`config.mk`:
```
export PLATFORM = sky130hd
export DESIGN_NAME = dmem_arbiter_flat
export DESIGN_NICKNAME = d
export VERILOG_FILES = /design/src/rtl/dmem_arbiter_pkg.sv /design/src/rtl/dmem_arbiter_if.sv /design/src/rtl/dmem_arbiter_dma_burst_seq.sv /design/src/rtl/dmem_arbiter.sv /design/src/flat_wrapper.sv
export SDC_FILE = /design/constraint.sdc
export NUM_CORES = 1
export LEC_CHECK = 0
export BUFFER_PORTS_ARGS = -buffer_cell sky130_fd_sc_hd__buf_2
export CAP_MARGIN = 15
export CORE_MARGIN = 2
export CORE_UTILIZATION = 43
export DETAILED_ROUTE_END_ITERATION = 12
export PLACE_DENSITY = 0.76
export SLEW_MARGIN = 15
export SYNTH_ARGS = -nofsm -noshare
export SYNTH_HDL_FRONTEND = slang
export SYNTH_SLANG_ARGS = --single-unit
```
`constraint.sdc`:
```
create_clock -name clk -period 2.7 [get_ports clk]
set_input_delay 0.54 -clock clk [delete_from_list [all_inputs] [get_ports clk]]
set_output_delay 0.54 -clock clk [all_outputs]
set_load 0.01 [all_outputs]
```
`src/rtl/dmem_arbiter_pkg.sv`:
```
// Shared definitions for the data-memory arbiter.
// Contents: memory access-size (funct3) encodings for loads and stores,
// the word-size code used for every DMA beat, and the burst sequencer
// state encoding.
package dmem_arbiter_pkg;

  localparam logic [2:0] F3_LB  = 3'b000;
  localparam logic [2:0] F3_LH  = 3'b001;
  localparam logic [2:0] F3_LW  = 3'b010;
  localparam logic [2:0] F3_LBU = 3'b100;
  localparam logic [2:0] F3_LHU = 3'b101;
  localparam logic [2:0] F3_SB  = 3'b000;
  localparam logic [2:0] F3_SH  = 3'b001;
  localparam logic [2:0] F3_SW  = 3'b010;

  // DMA always moves whole words.
  localparam logic [2:0] F3_DMA_WORD = F3_LW;

  typedef enum logic [0:0] {
    ST_IDLE  = 1'b0,
    ST_BURST = 1'b1
  } burst_state_e;

endpackage

```
`src/rtl/dmem_arbiter_if.sv`:
```
// Bus bundle between the core MEM stage, the DMA engine, the arbiter and
// the data memory.
//   slave  : arbiter view (takes requests, issues grants/responses,
//            drives the memory, receives memory read data)
//   master : environment view (requesters plus memory)
interface dmem_arbiter_if #(
  parameter int ADDR_WIDTH = 32,
  parameter int DATA_WIDTH = 32,
  parameter int LEN_WIDTH  = 8
);
  // core port
  logic                  core_req;
  logic                  core_we;
  logic [2:0]            core_funct3;
  logic [ADDR_WIDTH-1:0] core_addr;
  logic [DATA_WIDTH-1:0] core_wdata;
  logic                  core_gnt;
  logic                  core_rvalid;
  logic [DATA_WIDTH-1:0] core_rdata;
  // DMA port
  logic                  dma_start;
  logic                  dma_we;
  logic [ADDR_WIDTH-1:0] dma_addr;
  logic [LEN_WIDTH-1:0]  dma_len;
  logic [DATA_WIDTH-1:0] dma_wdata;
  logic                  dma_beat_gnt;
  logic                  dma_rvalid;
  logic [DATA_WIDTH-1:0] dma_rdata;
  logic                  dma_busy;
  logic                  dma_done;
  // memory port
  logic                  mem_wr_en;
  logic [2:0]            mem_funct3;
  logic [ADDR_WIDTH-1:0] mem_addr;
  logic [DATA_WIDTH-1:0] mem_wr_data;
  logic [DATA_WIDTH-1:0] mem_rd_data;

  modport slave (
    input  core_req, core_we, core_funct3, core_addr, core_wdata,
    output core_gnt, core_rvalid, core_rdata,
    input  dma_start, dma_we, dma_addr, dma_len, dma_wdata,
    output dma_beat_gnt, dma_rvalid, dma_rdata, dma_busy, dma_done,
    output mem_wr_en, mem_funct3, mem_addr, mem_wr_data,
    input  mem_rd_data
  );

  modport master (
    output core_req, core_we, core_funct3, core_addr, core_wdata,
    input  core_gnt, core_rvalid, core_rdata,
    output dma_start, dma_we, dma_addr, dma_len, dma_wdata,
    input  dma_beat_gnt, dma_rvalid, dma_rdata, dma_busy, dma_done,
    input  mem_wr_en, mem_funct3, mem_addr, mem_wr_data,
    output mem_rd_data
  );

endinterface

```
`src/rtl/dmem_arbiter_dma_burst_seq.sv`:
```
// DMA burst sequencer: latches a burst descriptor on i_start (ignored while
// a burst is running), presents the current beat address/direction, steps
// address and beat count on every beat grant, and pulses o_done the cycle
// after the final beat.
// Ports:
//   clk, rst_n         clock, asynchronous active-low reset
//   i_start/i_we/i_addr/i_len  descriptor (len = beats minus one)
//   i_beat_gnt         beat performed this cycle
//   o_busy             burst in progress
//   o_we, o_addr       current beat direction and byte address
//   o_done             one-cycle completion pulse
module dma_burst_seq
  import dmem_arbiter_pkg::*;
#(
  parameter int ADDR_WIDTH = 32,
  parameter int LEN_WIDTH  = 8
) (
  input  logic                  clk,
  input  logic                  rst_n,
  input  logic                  i_start,
  input  logic                  i_we,
  input  logic [ADDR_WIDTH-1:0] i_addr,
  input  logic [LEN_WIDTH-1:0]  i_len,
  input  logic                  i_beat_gnt,
  output logic                  o_busy,
  output logic                  o_we,
  output logic [ADDR_WIDTH-1:0] o_addr,
  output logic                  o_done
);

  burst_state_e          r_state;
  burst_state_e          w_state_nxt;
  logic                  w_latch;
  logic                  w_step;
  logic                  w_last;
  logic [ADDR_WIDTH-1:0] r_addr;
  logic [LEN_WIDTH-1:0]  r_len;
  logic [LEN_WIDTH-1:0]  r_cnt;
  logic                  r_we;
  logic                  r_done;

  assign w_last = (r_cnt == r_len);
  assign w_step = (r_state == ST_BURST) && i_beat_gnt;

  always_ff @(posedge clk or negedge rst_n) begin
    if (!rst_n) r_state <= ST_IDLE;
    else        r_state <= w_state_nxt;
  end

  always_comb begin
    w_state_nxt = r_state;
    w_latch     = 1'b0;
    case (r_state)
      ST_IDLE: begin
        if (i_start) begin
          w_state_nxt = ST_BURST;
          w_latch     = 1'b1;
        end
      end
      ST_BURST: begin
        // Leave in the same cycle the last beat is granted.
        if (i_beat_gnt && w_last) w_state_nxt = ST_IDLE;
      end
      default: w_state_nxt = ST_IDLE;
    endcase
  end

  always_ff @(posedge clk or negedge rst_n) begin
    if (!rst_n) begin
      r_addr <= '0;
      r_len  <= '0;
      r_cnt  <= '0;
      r_we   <= 1'b0;
      r_done <= 1'b0;
    end else begin
      r_done <= w_step && w_last;
      if (w_latch) begin
        r_addr <= i_addr;
        r_len  <= i_len;
        r_we   <= i_we;
        r_cnt  <= '0;
      end else if (w_step) begin
        // Natural modulo-2^ADDR_WIDTH wrap of the byte address.
        r_addr <= r_addr + ADDR_WIDTH'(4);
        r_cnt  <= r_cnt + LEN_WIDTH'(1);
      end
    end
  end

  assign o_busy = (r_state == ST_BURST);
  assign o_we   = r_we;
  assign o_addr = r_addr;
  assign o_done = r_done;

endmodule

```
`src/rtl/dmem_arbiter.sv`:
```
// Two-requester arbiter in front of the data memory.
// The core (MEM stage) has priority; the DMA engine gets a beat whenever the
// core is idle, or after MAX_CORE_STREAK consecutive core grants while a
// burst waits. Grants and the memory drive are combinational; load data is
// returned one cycle after the grant.
// Ports:
//   clk, rst_n  clock, asynchronous active-low reset
//   bus         dmem_arbiter_if.slave: core port, DMA port, memory port
module dmem_arbiter
  import dmem_arbiter_pkg::*;
#(
  parameter int ADDR_WIDTH      = 32,
  parameter int DATA_WIDTH      = 32,
  parameter int MAX_CORE_STREAK = 4,
  parameter int LEN_WIDTH       = 8
) (
  input  logic          clk,
  input  logic          rst_n,
  dmem_arbiter_if.slave bus
);

  localparam int                  STREAK_W   = $clog2(MAX_CORE_STREAK + 1);
  localparam logic [STREAK_W-1:0] STREAK_MAX = STREAK_W'(MAX_CORE_STREAK);

  logic                  w_busy;
  logic                  w_burst_we;
  logic [ADDR_WIDTH-1:0] w_burst_addr;
  logic                  w_done;
  logic                  w_dma_gnt;
  logic                  w_core_gnt;
  logic [STREAK_W-1:0]   r_streak;
  logic                  r_core_rvalid;
  logic [DATA_WIDTH-1:0] r_core_rdata;
  logic                  r_dma_rvalid;
  logic [DATA_WIDTH-1:0] r_dma_rdata;

  dma_burst_seq #(
    .ADDR_WIDTH (ADDR_WIDTH),
    .LEN_WIDTH  (LEN_WIDTH)
  ) u_seq (
    .clk        (clk),
    .rst_n      (rst_n),
    .i_start    (bus.dma_start),
    .i_we       (bus.dma_we),
    .i_addr     (bus.dma_addr),
    .i_len      (bus.dma_len),
    .i_beat_gnt (w_dma_gnt),
    .o_busy     (w_busy),
    .o_we       (w_burst_we),
    .o_addr     (w_burst_addr),
    .o_done     (w_done)
  );

  // rst_n gates the grants so a held core request cannot reach the memory
  // while the block is in reset.
  assign w_dma_gnt  = rst_n && w_busy && (!bus.core_req || (r_streak >= STREAK_MAX));
  assign w_core_gnt = rst_n && bus.core_req && !w_dma_gnt;

  always_comb begin
    bus.mem_wr_en   = 1'b0;
    bus.mem_funct3  = 3'b000;
    bus.mem_addr    = '0;
    bus.mem_wr_data = '0;
    if (w_core_gnt) begin
      bus.mem_wr_en   = bus.core_we;
      bus.mem_funct3  = bus.core_funct3;
      bus.mem_addr    = bus.core_addr;
      bus.mem_wr_data = bus.core_wdata;
    end else if (w_dma_gnt) begin
      bus.mem_wr_en   = w_burst_we;
      bus.mem_funct3  = F3_DMA_WORD;
      bus.mem_addr    = w_burst_addr;
      bus.mem_wr_data = bus.dma_wdata;
    end
  end

  // Counts core grants taken while a burst is waiting; reaching the limit
  // forces the next beat to DMA.
  always_ff @(posedge clk or negedge rst_n) begin
    if (!rst_n) begin
      r_streak <= '0;
    end else if (!w_busy || w_dma_gnt) begin
      r_streak <= '0;
    end else if (w_core_gnt && (r_streak < STREAK_MAX)) begin
      r_streak <= r_streak + STREAK_W'(1);
    end
  end

  always_ff @(posedge clk or negedge rst_n) begin
    if (!rst_n) begin
      r_core_rvalid <= 1'b0;
      r_core_rdata  <= '0;
      r_dma_rvalid  <= 1'b0;
      r_dma_rdata   <= '0;
    end else begin
      r_core_rvalid <= w_core_gnt && !bus.core_we;
      r_dma_rvalid  <= w_dma_gnt && !w_burst_we;
      if (w_core_gnt && !bus.core_we) r_core_rdata <= bus.mem_rd_data;
      if (w_dma_gnt && !w_burst_we)   r_dma_rdata  <= bus.mem_rd_data;
    end
  end

  assign bus.core_gnt     = w_core_gnt;
  assign bus.core_rvalid  = r_core_rvalid;
  assign bus.core_rdata   = r_core_rdata;
  assign bus.dma_beat_gnt = w_dma_gnt;
  assign bus.dma_rvalid   = r_dma_rvalid;
  assign bus.dma_rdata    = r_dma_rdata;
  assign bus.dma_busy     = w_busy;
  assign bus.dma_done     = w_done;

endmodule

```
`src/flat_wrapper.sv`:
```
// flat-port wrapper written by rule: the top's interface ports become plain ports
module dmem_arbiter_flat import dmem_arbiter_pkg::*;
#(
  parameter int ADDR_WIDTH      = 32,
  parameter int DATA_WIDTH      = 32,
  parameter int MAX_CORE_STREAK = 4,
  parameter int LEN_WIDTH       = 8
)
  (clk, rst_n, bus_core_req, bus_core_we, bus_core_funct3, bus_core_addr, bus_core_wdata, bus_core_gnt, bus_core_rvalid, bus_core_rdata, bus_dma_start, bus_dma_we, bus_dma_addr, bus_dma_len, bus_dma_wdata, bus_dma_beat_gnt, bus_dma_rvalid, bus_dma_rdata, bus_dma_busy, bus_dma_done, bus_mem_wr_en, bus_mem_funct3, bus_mem_addr, bus_mem_wr_data, bus_mem_rd_data);
  dmem_arbiter_if #(.ADDR_WIDTH(ADDR_WIDTH), .DATA_WIDTH(DATA_WIDTH), .LEN_WIDTH(LEN_WIDTH)) bus_i ();
  input  logic clk;
  input  logic rst_n;
  input wire logic [$bits(bus_i.core_req)-1:0] bus_core_req;
  input wire logic [$bits(bus_i.core_we)-1:0] bus_core_we;
  input wire logic [$bits(bus_i.core_funct3)-1:0] bus_core_funct3;
  input wire logic [$bits(bus_i.core_addr)-1:0] bus_core_addr;
  input wire logic [$bits(bus_i.core_wdata)-1:0] bus_core_wdata;
  output wire logic [$bits(bus_i.core_gnt)-1:0] bus_core_gnt;
  output wire logic [$bits(bus_i.core_rvalid)-1:0] bus_core_rvalid;
  output wire logic [$bits(bus_i.core_rdata)-1:0] bus_core_rdata;
  input wire logic [$bits(bus_i.dma_start)-1:0] bus_dma_start;
  input wire logic [$bits(bus_i.dma_we)-1:0] bus_dma_we;
  input wire logic [$bits(bus_i.dma_addr)-1:0] bus_dma_addr;
  input wire logic [$bits(bus_i.dma_len)-1:0] bus_dma_len;
  input wire logic [$bits(bus_i.dma_wdata)-1:0] bus_dma_wdata;
  output wire logic [$bits(bus_i.dma_beat_gnt)-1:0] bus_dma_beat_gnt;
  output wire logic [$bits(bus_i.dma_rvalid)-1:0] bus_dma_rvalid;
  output wire logic [$bits(bus_i.dma_rdata)-1:0] bus_dma_rdata;
  output wire logic [$bits(bus_i.dma_busy)-1:0] bus_dma_busy;
  output wire logic [$bits(bus_i.dma_done)-1:0] bus_dma_done;
  output wire logic [$bits(bus_i.mem_wr_en)-1:0] bus_mem_wr_en;
  output wire logic [$bits(bus_i.mem_funct3)-1:0] bus_mem_funct3;
  output wire logic [$bits(bus_i.mem_addr)-1:0] bus_mem_addr;
  output wire logic [$bits(bus_i.mem_wr_data)-1:0] bus_mem_wr_data;
  input wire logic [$bits(bus_i.mem_rd_data)-1:0] bus_mem_rd_data;
  assign bus_i.core_req = bus_core_req;
  assign bus_i.core_we = bus_core_we;
  assign bus_i.core_funct3 = bus_core_funct3;
  assign bus_i.core_addr = bus_core_addr;
  assign bus_i.core_wdata = bus_core_wdata;
  assign bus_core_gnt = bus_i.core_gnt;
  assign bus_core_rvalid = bus_i.core_rvalid;
  assign bus_core_rdata = bus_i.core_rdata;
  assign bus_i.dma_start = bus_dma_start;
  assign bus_i.dma_we = bus_dma_we;
  assign bus_i.dma_addr = bus_dma_addr;
  assign bus_i.dma_len = bus_dma_len;
  assign bus_i.dma_wdata = bus_dma_wdata;
  assign bus_dma_beat_gnt = bus_i.dma_beat_gnt;
  assign bus_dma_rvalid = bus_i.dma_rvalid;
  assign bus_dma_rdata = bus_i.dma_rdata;
  assign bus_dma_busy = bus_i.dma_busy;
  assign bus_dma_done = bus_i.dma_done;
  assign bus_mem_wr_en = bus_i.mem_wr_en;
  assign bus_mem_funct3 = bus_i.mem_funct3;
  assign bus_mem_addr = bus_i.mem_addr;
  assign bus_mem_wr_data = bus_i.mem_wr_data;
  assign bus_i.mem_rd_data = bus_mem_rd_data;
  dmem_arbiter #(.ADDR_WIDTH(ADDR_WIDTH), .DATA_WIDTH(DATA_WIDTH), .MAX_CORE_STREAK(MAX_CORE_STREAK), .LEN_WIDTH(LEN_WIDTH)) u_core (.clk(clk), .rst_n(rst_n), .bus(bus_i));
endmodule
```
After elaboration in Yosys (flattened, before gate mapping):

Cells that the tools add are included.

* magnitude comparators: 2
* mux-type cells: 18
* add/sub/neg operators: 3
* eq/ne operators: 1
* reductions and logical operators: 19
* bitwise operators: 1

Operator list (number)
* 32-bit two-way mux: 6
* 32-bit by 3-bit adder with 32-bit output, second input constant: 1
* 8-bit two-way mux: 2
* 1-bit logical AND: 10
* 3-bit two-way mux: 3
* 8-bit by 1-bit adder with 8-bit output, second input constant: 1
* 8-bit equality test: 1
* 1-bit zero test: 5
* 1-bit two-way mux: 5
* 2-bit nonzero test: 2
* 3-bit by 1-bit adder with 3-bit output, second input constant: 1
* 3-bit >= comparator, second input constant: 1
* 3-bit < comparator, second input constant: 1
* 1-bit logical OR: 2
* 2-bit two-way mux: 1
* 1-bit case mux with 2 select lines: 1
* 1-bit inverter: 1

* output and inout port bits: 138
* register bits: 120

Longest topological paths before layout:

* depth after elaboration: 8
* mapped depth: 8
* gate-level depth less buffers: 5

Hierarchy:

A second synthesis with hierarchy kept.

* cell total of the unflattened synthesis: 533
* area total of the unflattened synthesis: 5957.0 um^2

By module, submodules not included
* dmem_arbiter: instances 1, seq. area each 1726.7 um^2, area each 3285.7 um^2, cells each 239
* dma_burst_seq: instances 1, seq. area each 1276.2 um^2, area each 2671.3 um^2, cells each 294

Least setup slack after synthesis:

OpenSTA, ideal clock, no wires.

* path kind: input port to output port
* from: in rst_n
* to: out bus_mem_addr[28]
* buffers on the path: 3
* data required time: 2.160 ns
* slack: 0.257 ns
* arrival: 1.903 ns
* cell stages on the path: 7
* path through: buf_2 -> and2_1 -> nand2_1 -> inv_1 -> clkbuf_1 -> clkbuf_1 -> a22o_1

* longest elaborated chain between the ends: 5

RTL lines
* start: declaration: line flat_wrapper.sv:12 `input logic rst_n;`
* 1-bit logical AND * (2 in a row): line dmem_arbiter.sv:56 `assign w_dma_gnt = rst_n && w_busy && (!bus.core_req || (r_streak >= STREAK_MAX));`
* via bus_dma_beat_gnt: line flat_wrapper.sv:26 `output wire logic [$bits(bus_i.dma_beat_gnt)-1:0] bus_dma_beat_gnt;`
* 1-bit zero test: line dmem_arbiter.sv:57 `assign w_core_gnt = rst_n && bus.core_req && !w_dma_gnt;`
* 1-bit logical AND: line dmem_arbiter.sv:57
* 32-bit two-way mux *: line dmem_arbiter.sv:64 `if (w_core_gnt) begin`
* end: declaration: line flat_wrapper.sv:33 `output wire logic [$bits(bus_i.mem_addr)-1:0] bus_mem_addr;`

Mark *: on every way through the listed nets, which the timed path passes. The rest lies on a longest branch.

Final worst setup path:

* from: reg u_core.u_seq.r_state (netlist: u_core.u_seq.o_busy)
* to: out bus_mem_wr_data[1]

* longest elaborated chain between the ends: 5

RTL lines
* start: declaration: line dmem_arbiter_dma_burst_seq.sv:31 `burst_state_e r_state;`
* start signal: assignment: line dmem_arbiter_dma_burst_seq.sv:47 `else r_state <= w_state_nxt;`
* 1-bit logical AND * (2 in a row): line dmem_arbiter.sv:56
* 1-bit zero test: line dmem_arbiter.sv:57
* 1-bit logical AND: line dmem_arbiter.sv:57
* 32-bit two-way mux *: line dmem_arbiter.sv:64
* end: declaration: line flat_wrapper.sv:34 `output wire logic [$bits(bus_i.mem_wr_data)-1:0] bus_mem_wr_data;`

Every way passes the cells marked *; elsewhere a longest branch is shown, timed or not.

==> impl_table.tex <==
\begin{tabular}{lr}
\hline
Metric & Value \\
\hline
\multicolumn{2}{l}{\textbf{Drt}} \\
\quad Via density & 5.46 \\
\quad Remaining number of nets flagged by the antenna check after routing & 0 \\
\quad Sum of routed wire length over all layers & 18,400 um \\
\quad DRC violations left & 0 \\
\quad First-pass iteration count of the detailed router & 5 \\
\quad Violation count after the first detailed-route iteration & 412 \\
\quad Final routed wire length divided by cell count & 17.0 um \\
\quad Routed vias & 5,912 \\
\multicolumn{2}{l}{\textbf{Pwr}} \\
\quad Clock network fraction of design power & 29.5\% \\
\quad Cell internal pwr & 5.04 mW \\
\quad Sw frac & 34.4\% \\
\quad Power density over the cells & 901 nW/um\^{}2 \\
\quad Total net switching power & 2.65 mW \\
\quad Leakage & 4.16 nW \\
\quad Power share of the combinational group & 30.0\% \\
\quad IR drop worst, VDD & 0.000510 V \\
\quad Relative contribution of sequential cells to total power & 40.4\% \\
\multicolumn{2}{l}{\textbf{STA}} \\
\quad Final period util & 94.5\% \\
\quad Max\_slew headroom & 32.2\% \\
\quad Number of endpoints with negative hold slack in the final report & 0 \\
\quad Clock tree skew after final layout & 14.4 ps \\
\quad Unrepaired setup endpoints after global routing & no \\
\quad Count of endpoints failing setup in the final report & 0 \\
\quad Tightest Pin Transition & 1020 ps \\
\quad Final Worst Setup Slack & 150 ps \\
\quad Minimum clock period after layout & 2550 ps \\
\quad Total negative slack & 0 ps \\
\quad Peak clock frequency supported by timing & 392 MHz \\
\quad Max-slew violation total from the final report & 0 \\
\multicolumn{2}{l}{\textbf{Setup path}} \\
\quad R2R cell count & 5 \\
\quad Setup CP Type & register to output pin \\
\quad CP Launch Type & register \\
\quad End point of the critical path & bus\_mem\_wr\_data[1] \\
\quad Slack of the worst reg-to-reg path & 510 ps \\
\quad Reg-to-reg startpoint & u\_core.u\_seq.o\_addr[8] \\
\quad Worst setup path startpoint & u\_core.u\_seq.o\_busy \\
\quad R2r endpoint & u\_core.u\_seq.o\_addr[27] \\
\quad Endpoint arrival time on the critical path & 2010 ps \\
\quad Data required time of the critical path & 2160 ps \\
\quad Top fanout value on the critical path & 58 \\
\quad Endpoint class of the critical path & output pin \\
\multicolumn{2}{l}{\textbf{Placement}} \\
\quad Area post-placement & 7930 sq um \\
\quad Port-buffer cells & 314 \\
\quad Half-perimeter wire length after detailed placement & 13,700 um \\
\quad Post-placement worst setup slack & 503 ps \\
\quad Global placement routability congestion & 0.983 \\
\multicolumn{2}{l}{\textbf{Die}} \\
\quad X dimension of the die & 123 um \\
\quad Core Region & 13,900 sq um \\
\quad Top-level I/O count & 315 \\
\quad Initial standard-cell utilization of the core & 44.1\% \\
\quad Number of rows in the core area & 43 \\
\quad Die H & 123 um \\
\quad Die Footprint & 15,200 sq um \\
\multicolumn{2}{l}{\textbf{Layout}} \\
\quad Fill cell count & 1,206 \\
\quad Fraction of layout cells with a size suffix above 1 & 48.2\% \\
\quad Layout area overhead & 39.5\% \\
\quad Layout net count & 1,069 \\
\quad Final instance area & 8530 sq um \\
\quad Final standard cell utilization of the core & 61.5\% \\
\multicolumn{2}{l}{\textbf{Synth}} \\
\quad Mean area per synthesized cell & 10.5 sq um \\
\quad EDFF count, synth & 0 \\
\quad Number of unique standard cell types used by synthesis & 44 \\
\quad Top-area cell type share of the netlist area & 49.1\% \\
\quad Net Count, Synth & 765 \\
\quad Dominant cell by count in the synthesized netlist & sky130\_fd\_sc\_hd\_\_dfrtp\_1 \\
\quad Area contributors post-synth & sky130\_fd\_sc\_hd\_\_dfrtp\_1, sky130\_fd\_sc\_hd\_\_mux2\_2, sky130\_fd\_sc\_hd\_\_a22o\_1 \\
\quad Synthesized flop and latch total & 120 \\
\quad Mapped Cells & 585 \\
\quad Proportion of register bits with asynchronous set or reset after synthesis & 100\% \\
\quad Commonest cells in the synthesized netlist & sky130\_fd\_sc\_hd\_\_dfrtp\_1, sky130\_fd\_sc\_hd\_\_nand2\_1, sky130\_fd\_sc\_hd\_\_mux2\_2 \\
\quad Netlist area before placement & 6110 sq um \\
\quad Ys Warns & 0 \\
\quad Flip-flop cell with the highest count after synthesis & sky130\_fd\_sc\_hd\_\_dfrtp\_1 \\
\quad Leading area contributor after synthesis & sky130\_fd\_sc\_hd\_\_dfrtp\_1 \\
\quad Sequential element share of the synthesized area & 49.1\% \\
\multicolumn{2}{l}{\textbf{Clocking}} \\
\quad Post-CTS Repair Setup Buffers & 0 \\
\quad Maximum clock path buffer count & 2 \\
\quad TritonCTS clock tree & yes \\
\quad Skew-Pair Late Insertion Delay & 430 ps \\
\quad Number of cells upsized or downsized after cts & 0 \\
\quad Clock slew at the register clock pins of the worst setup and hold paths & 60 ps \\
\quad Count of clock tree sinks & 120 \\
\quad Cell at the root of the clock tree & sky130\_fd\_sc\_hd\_\_clkbuf\_16 \\
\quad CTS H-tree depth & 4 \\
\quad Cts bufs inserted & 17 \\
\quad Post-CTS Hold Fix Bufs & 0 \\
\multicolumn{2}{l}{\textbf{Global routing}} \\
\quad Largest net degree at the start of global routing & 84 \\
\quad Global-route wire length before repair & 28,200 um \\
\quad Initial antenna violation count & 1 \\
\quad Global route overflow & 0 \\
\quad Via count of the first global-routing pass & 5,635 \\
\quad Global routing usage summed across all routing layers & 24.3\% \\
\multicolumn{2}{l}{\textbf{Run status}} \\
\quad Run status & complete, no violations \\
\multicolumn{2}{l}{\textbf{Worst hold path}} \\
\quad Class of the tightest hold or removal check & primary input to asynchronous set/reset pin \\
\multicolumn{2}{l}{\textbf{Job}} \\
\quad Number of maximum-capacitance constraint violations & 0 \\
\hline
\end{tabular}
## power by group through the flow
stage                     combinational [mW]  clock, mW  sequential (mW)
after floorplan                         1.26          0             3.11
after global placement                  2.27          0             3.09
after detailed placement                2.32          0             3.12
after CTS                               2.33       2.31             3.10
after global routing                    2.54       2.40             3.21
final                                   2.31       2.27             3.11
## cells by family after synthesis
kind of cell | count (synthesis) | share of synthesized area, %
simple gates | 198 | 16.3
compound gates | 133 | 16.6
flops | 120 | 49.1
mux | 65 | 12.0
buf+inv | 51 | 3.36
xor+xnor | 15 | 2.15
fa+ha+maj | 3 | 0.614
## worst max-delay path: stages, from the launching register on
cell	delay, ps
sky130_fd_sc_hd__dfrtp_1	640
sky130_fd_sc_hd__and2_1	220
sky130_fd_sc_hd__nand2_1	80
sky130_fd_sc_hd__inv_2	80
sky130_fd_sc_hd__buf_12	240
sky130_fd_sc_hd__a22o_1	190
sky130_fd_sc_hd__buf_2	130
## registers in the layout, indices dropped and copies added, names as in the netlist
signal                  cells
u_core.u_seq.o_we           1
u_core.u_seq.r_len          8
u_core.bus.dma_rdata       32
u_core.u_seq.r_cnt          8
u_core.u_seq.o_done         1
u_core.u_seq.o_busy         1
u_core.bus.core_rvalid      1
u_core.bus.core_rdata      32
u_core.r_streak             3
u_core.u_seq.o_addr        32
u_core.bus.dma_rvalid       1
## routing by layer
layer | track usage (%) | vias to the layer above | share of wire, %
li1 | - | 2801 | -
met1 | 30.7 | 2810 | 40
met2 | 39.4 | 257 | 50
met3 | 5.12 | 44 | 6.9
met4 | 12.6 | 0 | 3.3
met5 | 0 | - | 0
## cells in the final DEF, fill, tap and decap left out, types with 3 or more instances in the layout
cell type,n
sky130_fd_sc_hd__mux2_2,64
sky130_fd_sc_hd__o31ai_1,10
sky130_fd_sc_hd__ha_1,3
sky130_fd_sc_hd__nor4_1,6
sky130_fd_sc_hd__xnor2_1,5
sky130_fd_sc_hd__clkbuf_16,17
sky130_fd_sc_hd__and3_1,4
sky130_fd_sc_hd__and4_1,5
sky130_fd_sc_hd__or3_1,6
sky130_fd_sc_hd__a22o_1,60
sky130_fd_sc_hd__and2_1,3
sky130_fd_sc_hd__buf_12,4
sky130_fd_sc_hd__nor3_1,7
sky130_fd_sc_hd__clkinvlp_4,4
sky130_fd_sc_hd__dfrtp_1,120
sky130_fd_sc_hd__nand2_1,75
sky130_fd_sc_hd__inv_6,3
sky130_fd_sc_hd__o21ai_0,17
sky130_fd_sc_hd__xor2_1,10
sky130_fd_sc_hd__nor2_1,23
sky130_fd_sc_hd__inv_1,4
sky130_fd_sc_hd__buf_2,313
sky130_fd_sc_hd__buf_4,14
sky130_fd_sc_hd__nand4_1,17
sky130_fd_sc_hd__a31oi_1,11
sky130_fd_sc_hd__or4_1,17
sky130_fd_sc_hd__o211ai_1,9
sky130_fd_sc_hd__a21oi_1,6
sky130_fd_sc_hd__nand3_1,23
sky130_fd_sc_hd__nand2b_1,4
sky130_fd_sc_hd__a22oi_1,3
## metrics by stage
stage / total power, mW / instances / hold WS [ps]
finish: 7.68 / 1083 / 247
global route: 8.15 / 1083 / 305
CTS: 7.74 / 1082 / 266
detailed placement: 5.44 / 1050 / 471
global placement: 5.35 / 1050 / 461
floorplan: 4.37 / 585 / 244
## cell type report
type | instances | area (sq um) | share of cell area, %
tap | 180 | 225 | 2.64
clock inverter | 13 | 144 | 1.69
antenna | 1 | 2.50 | 0.0293
sequential | 120 | 3000 | 35.2
timing repair buffer | 331 | 1750 | 20.5
inverter | 5 | 18.8 | 0.220
multi-input combinational | 414 | 2930 | 34.4
clock buffer | 19 | 453 | 5.31
## worst min-delay path by stage
stage	slack, ps	end	start
2_1_floorplan	240	u_core.bus.core_rdata[0]	rst_n
3_3_place_gp	460	u_core.u_seq.o_addr[1]	u_core.u_seq.o_addr[1]
3_5_place_dp	470	u_core.u_seq.o_addr[1]	u_core.u_seq.o_addr[1]
4_1_cts	270	u_core.u_seq.o_addr[0]	rst_n
5_1_grt	300	u_core.u_seq.r_len[3]	bus_dma_len[3]
6_report	250	u_core.u_seq.o_addr[24]	rst_n
No activity file was read; power rests on OpenSTA's default activity.
